### src/rtl/bcd_timer_n_if.sv
// Control/status bundle of the BCD timer.
//   master : drives loadn, data, start, stop, en, up; observes count and flags
//   slave  : the timer itself
// Ports:
//   loadn    active-low synchronous load
//   data     load value, digit i in bits [4i+3:4i]
//   start    level request for RUN
//   stop     level request for PAUSED
//   en       count tick from the prescaler
//   up       direction, 1 = up, 0 = down
//   count    registered counter value
//   zero     count == 0
//   tc       terminal count reached on a live tick
//   running  state is RUN
//   done     state is DONE, or a one-cycle reload pulse with autoreload
interface bcd_timer_n_if #(
    parameter int DIGITS = 2
);
    logic                  loadn;
    logic [4*DIGITS-1:0]   data;
    logic                  start;
    logic                  stop;
    logic                  en;
    logic                  up;
    logic [4*DIGITS-1:0]   count;
    logic                  zero;
    logic                  tc;
    logic                  running;
    logic                  done;

    modport master (
        output loadn, data, start, stop, en, up,
        input  count, zero, tc, running, done
    );

    modport slave (
        input  loadn, data, start, stop, en, up,
        output count, zero, tc, running, done
    );
endinterface

### src/rtl/bcd_timer_n.sv
// Multi-digit BCD timer built from cascaded modulo-MOD digits, with load,
// up/down counting, start/stop/pause control and terminal-count handling.
// Build option: define TIMER_AUTORELOAD_EN to reload the last loaded value
// at terminal count and keep running, pulsing done for one cycle.
// Ports:
//   clk    clock, all state changes on the rising edge
//   clear  synchronous active-high reset, highest priority
//   bus    bcd_timer_n_if.slave control/status bundle
//
// state  | meaning
// IDLE   | cleared or freshly loaded, waiting for start
// RUN    | counting on every en tick
// PAUSED | stopped by stop, count held, start resumes
// DONE   | terminal count reached, held until load or clear
module bcd_timer_n #(
    parameter int DIGITS = 2,
    parameter int MOD    = 10
) (
    input  logic         clk,
    input  logic         clear,
    bcd_timer_n_if.slave bus
);
    localparam int         W    = 4 * DIGITS;
    localparam logic [3:0] MAXD = 4'(MOD - 1);

    typedef enum logic [1:0] {
        IDLE   = 2'd0,
        RUN    = 2'd1,
        PAUSED = 2'd2,
        DONE   = 2'd3
    } state_t;

    state_t         state;
    logic [W-1:0]   cnt;
    logic [W-1:0]   cnt_step;
    logic [W-1:0]   cnt_load;
    logic           at_term;
    logic           running_q;
    logic           done_q;
    logic [3:0]     dig;
    logic           carry;
    logic [3:0]     ldig;

    // Ripple the carry/borrow through the digits; a digit moves only when
    // every lower digit is about to wrap. A carry out of the top digit means
    // the whole count sits at its terminal value.
    always_comb begin
        cnt_step = cnt;
        carry    = 1'b1;
        dig      = '0;
        for (int i = 0; i < DIGITS; i++) begin
            dig = cnt[4*i +: 4];
            if (carry) begin
                if (bus.up)
                    cnt_step[4*i +: 4] = (dig == MAXD) ? 4'd0 : dig + 4'd1;
                else
                    cnt_step[4*i +: 4] = (dig == 4'd0) ? MAXD : dig - 4'd1;
            end
            carry = carry & (bus.up ? (dig == MAXD) : (dig == 4'd0));
        end
        at_term = carry;
    end

    // Out-of-range load digits saturate to MOD-1.
    always_comb begin
        cnt_load = '0;
        ldig     = '0;
        for (int i = 0; i < DIGITS; i++) begin
            ldig = bus.data[4*i +: 4];
            cnt_load[4*i +: 4] = (ldig > MAXD) ? MAXD : ldig;
        end
    end

`ifdef TIMER_AUTORELOAD_EN
    logic [W-1:0] reload;

    always_ff @(posedge clk) begin
        if (clear)
            reload <= '0;
        else if (!bus.loadn)
            reload <= cnt_load;
    end
`endif

    always_ff @(posedge clk) begin
        if (clear) begin
            state     <= IDLE;
            cnt       <= '0;
            running_q <= 1'b0;
            done_q    <= 1'b0;
        end else if (!bus.loadn) begin
            state     <= IDLE;
            cnt       <= cnt_load;
            running_q <= 1'b0;
            done_q    <= 1'b0;
        end else begin
            done_q <= 1'b0;
            case (state)
                IDLE, PAUSED: begin
                    if (bus.start && !bus.stop) begin
                        state     <= RUN;
                        running_q <= 1'b1;
                    end
                end
                RUN: begin
                    if (bus.stop) begin
                        state     <= PAUSED;
                        running_q <= 1'b0;
                    end else if (bus.en) begin
                        if (at_term) begin
`ifdef TIMER_AUTORELOAD_EN
                            cnt    <= reload;
                            done_q <= 1'b1;
`else
                            state     <= DONE;
                            running_q <= 1'b0;
                            done_q    <= 1'b1;
`endif
                        end else begin
                            cnt <= cnt_step;
                        end
                    end
                end
                DONE: begin
                    done_q <= 1'b1;
                end
                default: begin
                    state     <= IDLE;
                    running_q <= 1'b0;
                end
            endcase
        end
    end

    assign bus.count   = cnt;
    assign bus.zero    = (cnt == '0);
    assign bus.tc      = running_q & bus.en & at_term;
    assign bus.running = running_q;
    assign bus.done    = done_q;
endmodule

### src/flat_wrapper.sv
// flat-port wrapper written by rule: the top's interface ports become plain ports
module bcd_timer_n_flat 
#(
    parameter int DIGITS = 2,
    parameter int MOD    = 10
)
  (clk, clear, bus_loadn, bus_data, bus_start, bus_stop, bus_en, bus_up, bus_count, bus_zero, bus_tc, bus_running, bus_done);
  bcd_timer_n_if #(.DIGITS(DIGITS)) bus_i ();
  input  logic clk;
  input  logic clear;
  input wire logic [$bits(bus_i.loadn)-1:0] bus_loadn;
  input wire logic [$bits(bus_i.data)-1:0] bus_data;
  input wire logic [$bits(bus_i.start)-1:0] bus_start;
  input wire logic [$bits(bus_i.stop)-1:0] bus_stop;
  input wire logic [$bits(bus_i.en)-1:0] bus_en;
  input wire logic [$bits(bus_i.up)-1:0] bus_up;
  output wire logic [$bits(bus_i.count)-1:0] bus_count;
  output wire logic [$bits(bus_i.zero)-1:0] bus_zero;
  output wire logic [$bits(bus_i.tc)-1:0] bus_tc;
  output wire logic [$bits(bus_i.running)-1:0] bus_running;
  output wire logic [$bits(bus_i.done)-1:0] bus_done;
  assign bus_i.loadn = bus_loadn;
  assign bus_i.data = bus_data;
  assign bus_i.start = bus_start;
  assign bus_i.stop = bus_stop;
  assign bus_i.en = bus_en;
  assign bus_i.up = bus_up;
  assign bus_count = bus_i.count;
  assign bus_zero = bus_i.zero;
  assign bus_tc = bus_i.tc;
  assign bus_running = bus_i.running;
  assign bus_done = bus_i.done;
  bcd_timer_n #(.DIGITS(DIGITS), .MOD(MOD)) u_core (.clk(clk), .clear(clear), .bus(bus_i));
endmodule
### config.mk
export PLATFORM = sky130hd
export DESIGN_NAME = bcd_timer_n_flat
export DESIGN_NICKNAME = d
export VERILOG_FILES = /design/src/rtl/bcd_timer_n_if.sv /design/src/rtl/bcd_timer_n.sv /design/src/flat_wrapper.sv
export SDC_FILE = /design/constraint.sdc
export NUM_CORES = 1
export LEC_CHECK = 0
export BUFFER_PORTS_ARGS = -buffer_cell sky130_fd_sc_hd__buf_2
export CAP_MARGIN = 0
export CORE_MARGIN = 1.5
export CORE_UTILIZATION = 50
export DETAILED_ROUTE_END_ITERATION = 8
export PLACE_DENSITY = 0.89
export SLEW_MARGIN = 20
export SYNTH_ARGS = -nofsm -noshare
export SYNTH_HDL_FRONTEND = slang
export SYNTH_SLANG_ARGS = --single-unit
### constraint.sdc
create_clock -name clk -period 2.2 [get_ports clk]
set_clock_uncertainty 0.1 [all_clocks]
set_input_delay 0.11 -clock clk [delete_from_list [all_inputs] [get_ports clk]]
set_output_delay 0.11 -clock clk [all_outputs]
set_load 0.01 [all_outputs]
==> key figures <==
STA
  • Actual transition at the worst max-transition pin: 459 ps
  • Sum of negative setup slack: 0 ps
  • Fraction of the cycle the final worst path needs: 88.9%
  • Fin crit period: 1960 ps
  • Final slew viol count: 0
  • Setup-violating endpoint count in the final report: 0
  • Maximum frequency from static timing analysis: 0.511 GHz
  • Headroom to the max-slew limit: 69.3%
  • Setup repair after global routing missed its margin: no
  • Count of endpoints failing hold in the final timing report: 0

Power and ir drop
  • Net switching power of the design: 0.169 mW
  • Clock network power share: 25.8%
  • LEAKAGE: 0.451 nW
  • Peak supply drop: 0.191 mV
  • Pint: 0.351 mW
  • P per Cell Area: 481 mW/mm^2
  • Power consumption: 0.520 mW
  • Combinational Power Share: 25.4%
  • Net Sw Frac: 32.5%
  • Portion of total power attributed to sequential cells: 48.8%

Clock network
  • Post-CTS clock slew at the launch and capture registers of the worst setup and hold paths: 70 ps
  • CTS tree: built
  • Maximum clock path buffer count: 2
  • Buffer cell driving the clock tree root: clkbuf_4
  • Number of H-tree branching levels: 1
  • Number of clock buffers inserted by TritonCTS: 3
  • Clock net sink count: 12
  • Skew-Pair Late Insertion Delay: 270 ps

Place
  • Routability-driven placement congestion ratio: 0.841
  • Post-DP HPWL: 1.71 mm
  • Port Buffers: 26
  • Post-placement cell area: 0.00104 sq mm

Route
  • Initial DRC Count: 19
  • Remaining number of nets flagged by the antenna check after routing: 0
  • Via count: 997
  • First-pass iteration count of the detailed router: 4
  • Drt wl/cell: 13.4 um
  • Sum of routed wire length over all layers: 2.28 mm
  • Ratio of routed vias to standard cells: 5.86
  • DRC violation count after routing: 0

Critical path
  • WP data required: 1990 ps
  • Critical path capture point type: primary output
  • Kind of critical path: flop to primary output
  • Data arrival, critical path: 1750 ps
  • Kind of launch point of the worst setup path: flop
  • Largest fanout on the critical path: 13

Global route
  • Vias in the first global route: 864
  • First-pass GRT wire length: 3.54 mm
  • Largest net degree at the start of global routing: 18
  • Global-route congestion overflow total: 0
  • Number of antenna violations at the first check in global routing: 0
  • Aggregate global-route resource usage: 22.8%

Synthesis
  • Top cells by area, synth: dfxtp_1, mux2i_1, nor2_1
  • Combined area of all synthesized cells: 931 sq um
  • Ys async rst share: 0%
  • Total of warnings raised by yosys: 0
  • Share of synthesized area occupied by flip-flops and latches: 25.8%
  • Number of synthesized register bits: 12
  • Share of the synthesized area in the top cell type: 25.8%
  • Number of distinct library cells after synthesis: 43
  • Synthesized Nets: 140
  • Number of enable-type register cells in the synthesized netlist: 0
  • Post-Synthesis Cells: 125
  • Main flop type after synthesis: dfxtp_1
  • Post-synth top area cell: dfxtp_1
  • Avg Inst Size Synth: 7.45 sq um

Final layout
  • Number of antenna cells inserted: 0
  • Area growth, synth to finish: 16.1%
  • Fin nets: 162
  • Share of layout cells above drive strength 1: 25.5%
  • Fill count: 172
  • Utilization after layout: 61.9%
  • Final Instance Area: 0.00108 sq mm

Floorplan
  • IO Count: 27
  • Area of the die: 0.00213 sq mm
  • Initial core utilization: 53.3%
  • Floorplan Core Area: 0.00175 sq mm
  • Horizontal die dimension: 46.2 um
  • Die Height: 46.2 um
  • Std-Cell Rows: 15

Worst hold path
  • Kind of path behind the tightest hold check: input pin to flop

Job
  • Max-Cap Viols: 0

Status
  • Status: completed
[final cells by class]
type / count / area, sq um / area share [%]
clock buffers: 3 / 22.5 / 2.08
repair buffers: 28 / 150 / 13.9
inverters: 6 / 22.5 / 2.08
well taps: 25 / 31.3 / 2.89
multi-input cells: 96 / 614 / 56.8
flip-flops and latches: 12 / 240 / 22.2
[Yosys cell counts, drive strengths merged, types with 4 or more instances]
| library cell | n |
|---|---|
| dfxtp | 12 |
| mux2i | 5 |
| o21ai | 10 |
| clkbuf | 6 |
| and3 | 4 |
| nor3 | 6 |
| nand2 | 10 |
| nand3 | 5 |
| a21oi | 7 |
| nor2 | 12 |
| inv | 6 |
| a211oi | 4 |
| buf | 5 |
[cell usage in the layout, fill, tap and decap left out, types with 4 or more instances in the layout]
cell type,Yosys,layout
mux2i_1,5,5
a211oi_1,4,4
nand2_1,10,10
and3_1,4,4
inv_1,6,6
dfxtp_1,12,12
o21ai_0,5,5
nor2_1,11,11
buf_2,4,26
nor3_1,5,5
a21oi_1,7,7
nand3_1,5,5
[metal layers]
| metal | vias to the layer above | track usage (%) | wire length [um] |
|---|---|---|---|
| li1 | 493 | - | - |
| met1 | 471 | 27.6 | 1010 |
| met2 | 28 | 39.2 | 1140 |
| met3 | 5 | 3.14 | 90 |
| met4 | 0 | 10.3 | 42 |
| met5 | - | 0 | 0 |
[power by group through the flow]
stage | clock network, mW | registers (mW) | logic, mW
after floorplan | 0 | 0.243 | 0.105
after global placement | 0 | 0.256 | 0.124
after detailed placement | 0 | 0.258 | 0.128
after CTS | 0.134 | 0.252 | 0.131
after global routing | 0.144 | 0.256 | 0.146
final | 0.134 | 0.253 | 0.132
[sequential cells by signal, summed over array words and instances (netlist names)]
| signal | flops |
|---|---|
| u_core.bus.running | 1 |
| u_core.bus.done | 1 |
| u_core.bus.count | 8 |
| u_core.state | 2 |
[what timing repair did]
| action | in CTS | in global routing |
|---|---|---|
| hold buffers | 2 | 0 |
| endpoints found under the hold margin | 2 | 0 |
| setup buffers | 0 | 0 |
| resized for setup | 0 | 0 |
[metrics by stage]
stage,std cells,hold slack [ps],worst slack [ps]
after floorplan,125,125,538
after global placement,165,226,460
after detailed placement,165,234,406
after CTS,170,23.1,301
after global routing,170,27.9,131
final,170,21.1,244
[final timing paths]
check,end,cells past startpoint,start,slack (ps)
hold / removal,u_core.state[0],3,bus_start,20
setup / recovery,bus_tc,5,u_core.bus.count[4],240
hold reg to reg,u_core.bus.running,2,u_core.bus.running,400
setup reg to reg,u_core.bus.count[0],5,u_core.bus.count[4],350
[critical path: stages (launching register included)]
cell,delay [ps]
dfxtp_1,610
and3_1,280
o21ai_1,140
nor2_1,180
and3_1,160
buf_2,120
[kinds of logic (layout without fill, tap and decap cells)]
family	after synthesis	count (layout)	synth area share, %
and+or+nand+nor	50	50	29.0
AOI/OAI and AO/OA	36	36	26.9
buffers and inverters	17	37	8.20
DFF	12	12	25.8
xor gates and xnor gates	5	5	4.71
muxes	5	5	5.38
Power figures use the tool's default switching activity.
